File: src/rtl/branch_cond_unit_pkg.sv
// Shared definitions for the branch condition unit: condition codes, flag bit
// positions and FSM state encoding.
package branch_cond_unit_pkg;

    localparam logic [2:0] COND_AL = 3'b000;
    localparam logic [2:0] COND_EQ = 3'b001;
    localparam logic [2:0] COND_NE = 3'b010;
    localparam logic [2:0] COND_LT = 3'b011;
    localparam logic [2:0] COND_GE = 3'b100;
    localparam logic [2:0] COND_MI = 3'b101;
    localparam logic [2:0] COND_VS = 3'b110;
    localparam logic [2:0] COND_NV = 3'b111;

    // Matches the flag generator's {V,N,Z} packing.
    localparam int unsigned FLAG_Z = 0;
    localparam int unsigned FLAG_N = 1;
    localparam int unsigned FLAG_V = 2;

    typedef enum logic [1:0] {
        StIdle = 2'b00,
        StWait = 2'b01,
        StDone = 2'b10
    } bcu_state_e;

endpackage

File: src/rtl/branch_cond_unit_cond_eval.sv
// Combinational condition-code evaluator over {V,N,Z}; shared with predication logic.
module cond_eval
    import branch_cond_unit_pkg::*;
(
    input  logic [2:0] cond_i,
    input  logic [2:0] flags_i,
    output logic       taken_o
);

    logic z, n, v;

    assign z = flags_i[FLAG_Z];
    assign n = flags_i[FLAG_N];
    assign v = flags_i[FLAG_V];

    always_comb begin
        taken_o = 1'b0;
        unique case (cond_i)
            COND_AL: taken_o = 1'b1;
            COND_EQ: taken_o = z;
            COND_NE: taken_o = ~z;
            COND_LT: taken_o = n ^ v;
            COND_GE: taken_o = ~(n ^ v);
            COND_MI: taken_o = n;
            COND_VS: taken_o = v;
            COND_NV: taken_o = 1'b0;
            default: taken_o = 1'b0;
        endcase
    end

endmodule

File: src/rtl/branch_cond_unit.sv
// Status-flag register plus conditional-branch resolver; stalls a branch until
// an in-flight flag-setting instruction writes the flags.
module branch_cond_unit
    import branch_cond_unit_pkg::*;
#(
    parameter int unsigned WIDTH  = 16,
    parameter int unsigned STALLW = 16
) (
    input  logic              clock,
    input  logic              resetn,
    input  logic [2:0]        status_in,
    input  logic              status_we,
    input  logic              flag_pending,
    input  logic              br_valid,
    output logic              br_ready,
    input  logic [2:0]        br_cond,
    input  logic [WIDTH-1:0]  br_target,
    output logic              res_valid,
    output logic              res_taken,
    output logic [WIDTH-1:0]  res_target,
    output logic [2:0]        flags,
    output logic [STALLW-1:0] stall_cycles
);

    bcu_state_e        state_q, state_d;
    logic [2:0]        flags_q, flags_d;
    logic [2:0]        cond_q, cond_d;
    logic [WIDTH-1:0]  target_q, target_d;
    logic              taken_q, taken_d;
    logic [WIDTH-1:0]  res_target_q, res_target_d;
    logic [STALLW-1:0] stall_q, stall_d;

    logic [2:0] eff_flags;
    logic [2:0] eval_cond;
    logic       eval_taken;
    logic       uncond;

    // Bypass lets a same-cycle flag write resolve the branch without stalling.
    assign eff_flags = status_we ? status_in : flags_q;
    assign eval_cond = (state_q == StWait) ? cond_q : br_cond;
    assign uncond    = (br_cond == COND_AL) || (br_cond == COND_NV);

    cond_eval u_cond_eval (
        .cond_i  (eval_cond),
        .flags_i (eff_flags),
        .taken_o (eval_taken)
    );

    always_ff @(posedge clock) begin
        if (!resetn) begin
            state_q      <= StIdle;
            flags_q      <= 3'b000;
            cond_q       <= COND_AL;
            target_q     <= '0;
            taken_q      <= 1'b0;
            res_target_q <= '0;
            stall_q      <= '0;
        end else begin
            state_q      <= state_d;
            flags_q      <= flags_d;
            cond_q       <= cond_d;
            target_q     <= target_d;
            taken_q      <= taken_d;
            res_target_q <= res_target_d;
            stall_q      <= stall_d;
        end
    end

    always_comb begin
        state_d = state_q;
        unique case (state_q)
            StIdle: begin
                if (br_valid) begin
                    if (flag_pending && !status_we && !uncond) state_d = StWait;
                    else                                       state_d = StDone;
                end
            end
            StWait:  if (status_we) state_d = StDone;
            StDone:  state_d = StIdle;
            default: state_d = StIdle;
        endcase
    end

    always_comb begin
        flags_d      = status_we ? status_in : flags_q;
        cond_d       = cond_q;
        target_d     = target_q;
        taken_d      = taken_q;
        res_target_d = res_target_q;
        stall_d      = stall_q;

        if (state_q == StIdle && br_valid) begin
            cond_d   = br_cond;
            target_d = br_target;
        end
        if (state_d == StDone && state_q != StDone) begin
            taken_d      = eval_taken;
            res_target_d = (state_q == StIdle) ? br_target : target_q;
        end
        if (state_q == StWait && stall_q != {STALLW{1'b1}}) begin
            stall_d = stall_q + {{(STALLW-1){1'b0}}, 1'b1};
        end
    end

    always_comb begin
        br_ready     = resetn && (state_q == StIdle);
        res_valid    = (state_q == StDone);
        res_taken    = taken_q;
        res_target   = res_target_q;
        flags        = flags_q;
        stall_cycles = stall_q;
    end

endmodule

File: config.mk
export PLATFORM = sky130hd
export DESIGN_NAME = branch_cond_unit
export DESIGN_NICKNAME = d
export VERILOG_FILES = /design/src/rtl/branch_cond_unit_pkg.sv /design/src/rtl/branch_cond_unit_cond_eval.sv /design/src/rtl/branch_cond_unit.sv
export SDC_FILE = /design/constraint.sdc
export NUM_CORES = 1
export LEC_CHECK = 0
export ABC_CLOCK_PERIOD_IN_PS = 2800
export BUFFER_PORTS_ARGS = -buffer_cell sky130_fd_sc_hd__buf_2
export CORE_AREA = 2 2 71 73
export DETAILED_ROUTE_END_ITERATION = 10
export DIE_AREA = 0 0 73 75
export PLACE_DENSITY = 0.89
export SETUP_SLACK_MARGIN = 0.15
export SLEW_MARGIN = 20
export SYNTH_ARGS = -nofsm -noshare
export SYNTH_HDL_FRONTEND = slang
export SYNTH_SLANG_ARGS = --single-unit
File: constraint.sdc
create_clock -name clock -period 2.8 [get_ports clock]
set_input_delay 0.14 -clock clock [delete_from_list [all_inputs] [get_ports clock]]
set_output_delay 0.14 -clock clock [all_outputs]
set_load 0.05 [all_outputs]
# --- After elaboration in Yosys (flattened, before gate mapping) ---
# Index checks and enable logic that the tools add are counted.
classes:
  add_sub_neg: 1
  eq_ne: 13
  bitwise_logic: 3
  mux: 8
  n_reduce_logical: 12
ops:
  columns: ["cell", "count"]
  rows:
  - ["16-bit by 1-bit adder with 16-bit output, second input constant", 1]
  - ["16-bit two-way mux", 1]
  - ["16-bit != test, second input constant", 1]
  - ["3-bit == test, second input constant", 5]
  - ["1-bit case mux with 8 select lines", 1]
  - ["3-bit by 2-bit == test with 1-bit output, second input constant", 2]
  - ["1-bit logical AND", 6]
  - ["3-bit logical NOT", 2]
  - ["2-bit two-way mux", 3]
  - ["3-bit two-way mux", 2]
  - ["2-bit == test, second input constant", 2]
  - ["2-bit case mux with 2 select lines", 1]
  - ["3-bit by 1-bit == test with 1-bit output, second input constant", 1]
  - ["2-bit by 1-bit == test with 1-bit output, second input constant", 1]
  - ["1-bit logical NOT", 2]
  - ["2-bit logical NOT", 1]
  - ["2-bit != test, second input constant", 1]
  - ["1-bit NOT", 2]
  - ["1-bit logical OR", 1]
  - ["1-bit bitwise XOR", 1]
word_totals:
  out_inout_bits: 38
  input_bits: 27
  register_bits: 57
  elab_cells: 44

# --- Depth between registers and ports, before layout ---
depth:
  word_depth: 9
  ltp_mapped: 7
  ltp_nobuf: 6

# --- By module ---
# From an unflattened synthesis, not the netlist that was laid out.
unflattened:
  cells_unflattened: 328
  area_unflattened_um2: 2712.6
modules_own_cells:
  columns: ["mod", "area_per_inst_um2", "seq_area_each_um2", "instances", "cells_per_inst"]
  rows:
  - ["branch_cond_unit", 2631.3, 1141.1, 1, 314]
  - ["cond_eval", 81.3, 0.0, 1, 14]

# --- Least setup slack after synthesis ---
# No wires, ideal clock.
synth_timing:
  path_kind: "reg2reg"
  start: "register stall_q[0] (netlist: stall_cycles[0])"
  end: "register stall_q[14] (netlist: stall_cycles[14])"
  period_less_slack_ns: 2.327
  path_slack_ns: 0.473
  arrival_time_ns: 2.199
  n_path_buf: 1
  stages_incl_launch_ff: 8
  setup_ns: 0.128
  t_required_ns: 2.672
  cell_sequence: "dfxtp_1 > ha_1 > nand2_1 > or4_1 > buf_2 > a2111oi_4 > xnor2_1 > nor2_1"
synth_via:
  elab_chain_cells: 2
synth_rtl:
  columns: ["element", "line_no", "rtl"]
  rows:
  - ["from (decl)", "branch_cond_unit.sv:31", "logic [STALLW-1:0] stall_q, stall_d;"]
  - ["from (signal assigned)", "branch_cond_unit.sv:65", "stall_q <= stall_d;"]
  - ["parallel branches: the longest is 2 deep, another holds 16-bit by 1-bit adder with 16-bit output", null, null]
# Several ways; the timed one is not identified.
# A chain may end at the register's enable or synchronous reset.

# --- Worst setup path after layout ---
layout_timing:
  start: "register state_q[1]"
  end: "register taken_q (netlist: res_taken)"
layout_via:
  elab_chain_cells: 4
layout_rtl:
  columns: ["element", "line_no", "rtl"]
  rows:
  - ["from (decl)", "branch_cond_unit.sv:25", "bcu_state_e state_q, state_d;"]
  - ["from (signal assigned)", "branch_cond_unit.sv:51", "state_q <= StIdle;"]
  - ["from (signal assigned)", "branch_cond_unit.sv:59", "state_q <= state_d;"]
  - ["2-bit by 1-bit == test with 1-bit output, or another cell as far along", "branch_cond_unit.sv:40, branch_cond_unit.sv:71", null]
  - ["3-bit two-way mux / 2-bit case mux with 2 select lines (equally long branches)", "branch_cond_unit.sv:40, branch_cond_unit.sv:71", null]
  - ["3-bit == test, or another cell as far along", "branch_cond_unit_cond_eval.sv:18", "unique case (cond_i)"]
  - ["1-bit case mux with 8 select lines / 1-bit logical AND (equally long branches)", "branch_cond_unit_cond_eval.sv:18, branch_cond_unit.sv:96", null]
  - ["to (signal assigned)", "branch_cond_unit.sv:63", "taken_q <= taken_d;"]
  - ["to (decl)", "branch_cond_unit.sv:29", "logic taken_q, taken_d;"]
# Parallel ways exist; a longest one is shown, timed or not.

==> flow_metrics.tcl <==
set metrics [dict create \
    final-seq-area_um2 1140 \
    cts_hold_buffers 0 \
    ant_nets 0 \
    required_ps 3020 \
    die_area_um2 5480 \
    yosysTopAreaCell "dfxtp_1" \
    async_flop_share 0 \
    hold_viol 0 \
    status "completed" \
    drt_iter0_markers 232 \
    cpMaxStageDelayCell "nand2b_1" \
    worstPathCellList "nand2b_1 -> mux2i_1 -> nor4bb_1 -> nor4b_1 -> a41o_1" \
    start_util 0.553 \
    grtUsageTotal 0.235 \
    min_period_ps 2170 \
    area_growth_pct 21.6 \
    boundaryPins 65 \
    ir_drop_mv 0.420 \
    drc_errors 0 \
    drv_cap 0 \
    filler_cell_count 377 \
    max_freq_mhz 461 \
    multi_input_area_um2 1350 \
    root_buffer "clkbuf_8" \
    htree_levels 3 \
    powerDensity_nw_per_um2 631 \
    critPathBufInv 0 \
    antenna_found_initial 0 \
    worstSetupStartpoint "state_q[1]$_SDFF_PN0_" \
    hp-start "br_target[8]" \
    worstMarginPinSlew_ps 763 \
    grt-ovfl-total 0 \
    path_max_fanout 13 \
    dp_slack_ps 716 \
    clkTransAtPathRegs_ps 70 \
    insertion_delay_ps 330 \
    cts_tree "done" \
    numClockSinks 57 \
    cts_buffer_depth 2 \
    layout-drive-gt1-share 0.236 \
    nNetsFinal 409 \
    cp-start-kind "flip-flop" \
    cts_resized 0 \
    netlist_area_um2 2580 \
    syn_avg_cell_area_um2 8.08 \
    crit_path_end_kind "flip-flop" \
    slew_headroom 0.478 \
    critical_path.top_delay_family "simple AND/OR/NAND/NOR gates" \
    final-setup-viol-count 0 \
    hp-class "primary input to flip-flop" \
    rows 25 \
    synth_cells 319 \
    synth.distinct_cells 42 \
    yosysWarnings 0 \
    num_antenna_cells 0 \
    critPathMaxStageDelay_ps 520 \
    die_h_um 75 \
    synth_seq_area_share 0.443 \
    grt_pass1_wl_um 9880 \
    cts_buffers 9 \
    setup_tns_ps 0 \
    fin_crit_sh 0.774 \
    routed_wl_um 6170 \
    mostFrequentLayoutCells "nand2_1, buf_2, dfxtp_1, nor2_1, a21oi_1" \
    setup_ws_ps 633 \
    die_x_um 73 \
    worstPathArrival_ps 2390 \
    rsz0062_at_grt "no" \
    io_buffers 64 \
    syn-num-nets 347 \
    grt_pass1_vias 2164 \
    gp_congestion 0.972 \
    synth_seq_cells 57 \
    grt_max_degree 40 \
    synth_ff_type "dfxtp_1" \
    final_common_cell "nand2_1" \
    ys_top_cells_by_area "dfxtp_1, nand2_1, nor2_1, a311oi_1, a21oi_1" \
    firstDrtPassIters 4 \
    post-dp-hpwl_um 4100 \
    postCtsSetupBuffers 0 \
    synth_edf_count 0 \
    r2r-start "state_q[1]$_SDFF_PN0_" \
    design.core.area_um2 4660 \
    routedWlPerCell_um 14.1 \
    viasPerCell 5.66 \
    fin_skew_ps 9.25 \
    synth.top_cell.area_share 0.443 \
    criticalPathCategory "flip-flop to flip-flop" \
    drv_slew 0 \
    dr_total_vias 2486 \
    p_leak_nw 1.31 \
]
==> per-stage QoR <==
step                      area, um2   util  instances  hold slack, ps  power [W]
after global routing           3130  0.672        439            47.7    0.00206
after floorplan                2580      -        319             262    0.00114
after detailed placement       2940  0.631        424             400    0.00123
after CTS                      3130  0.672        439            45.2    0.00199
after global placement         2940  0.631        424             397    0.00122
final                          3130  0.672        439            55.1    0.00198
==> worst register-to-register path: cells and delay by family (launching register included) <==
family	cells	cell delay (ps)
DFF	1	320
and+or+nand+nor	3	1010
AOI/OAI and AO/OA	1	250
muxes	1	490
==> power by group <==
part	switching [W]	total (W)	internal [W]
Clock	0.000314	0.000765	0.000452
Sequential	0.0000220	0.000881	0.000859
Combinational	0.000236	0.000331	0.0000950
==> registers in the layout, indices dropped and copies added, names as in the netlist <==
name,cells
state_q,2
res_taken,1
flags,3
res_target,16
target_q,16
stall_cycles,16
cond_q,3
==> cells in the mapped netlist (4+ instances only) <==
master,n
a21oi_1,24
a311oi_1,16
clkbuf_1,16
dfxtp_1,57
mux2i_1,6
nand2_1,67
nand3_1,6
nand4_1,4
nor2_1,39
nor2b_1,4
nor3_1,7
o21ai_0,16
xnor2_1,8
xor2_1,6
==> layout make-up <==
type / count / area share
repair buffers: 70 / 0.117
multi-input cells: 240 / 0.432
flip-flops and latches: 57 / 0.364
clock inverters: 3 / 0.0128
inverters: 3 / 0.00359
clock buffers: 12 / 0.0495
well taps: 54 / 0.0216
==> cell families after synthesis <==
kind of cell | count (synthesis) | synth area share
fa+ha+maj | 1 | 0.00485
xor+xnor | 14 | 0.0476
mux | 8 | 0.0320
flops | 57 | 0.443
simple gates | 145 | 0.249
compound gates | 72 | 0.190
buf+inv | 22 | 0.0335
==> path summary, 6_finish.rpt <==
| path | slack [ps] | depth (start not counted) | endpoint |
|---|---|---|---|
| max | 630 | 5 | res_taken$_SDFFE_PN0P_ |
| min | 60 | 3 | target_q[8]$_SDFFE_PN0P_ |
| max reg2reg | 630 | 5 | res_taken$_SDFFE_PN0P_ |
| min reg2reg | 450 | 2 | target_q[13]$_SDFFE_PN0P_ |
==> routing by layer <==
| layer | GRT usage | vias to the layer above | routed length [um] |
|---|---|---|---|
| li1 | - | 1245 | - |
| met1 | 0.288 | 1129 | 2540 |
| met2 | 0.387 | 103 | 3100 |
| met3 | 0.0643 | 9 | 431 |
| met4 | 0.109 | 0 | 99 |
| met5 | 0 | - | 0 |
No activity file was read; power rests on OpenSTA's default activity.
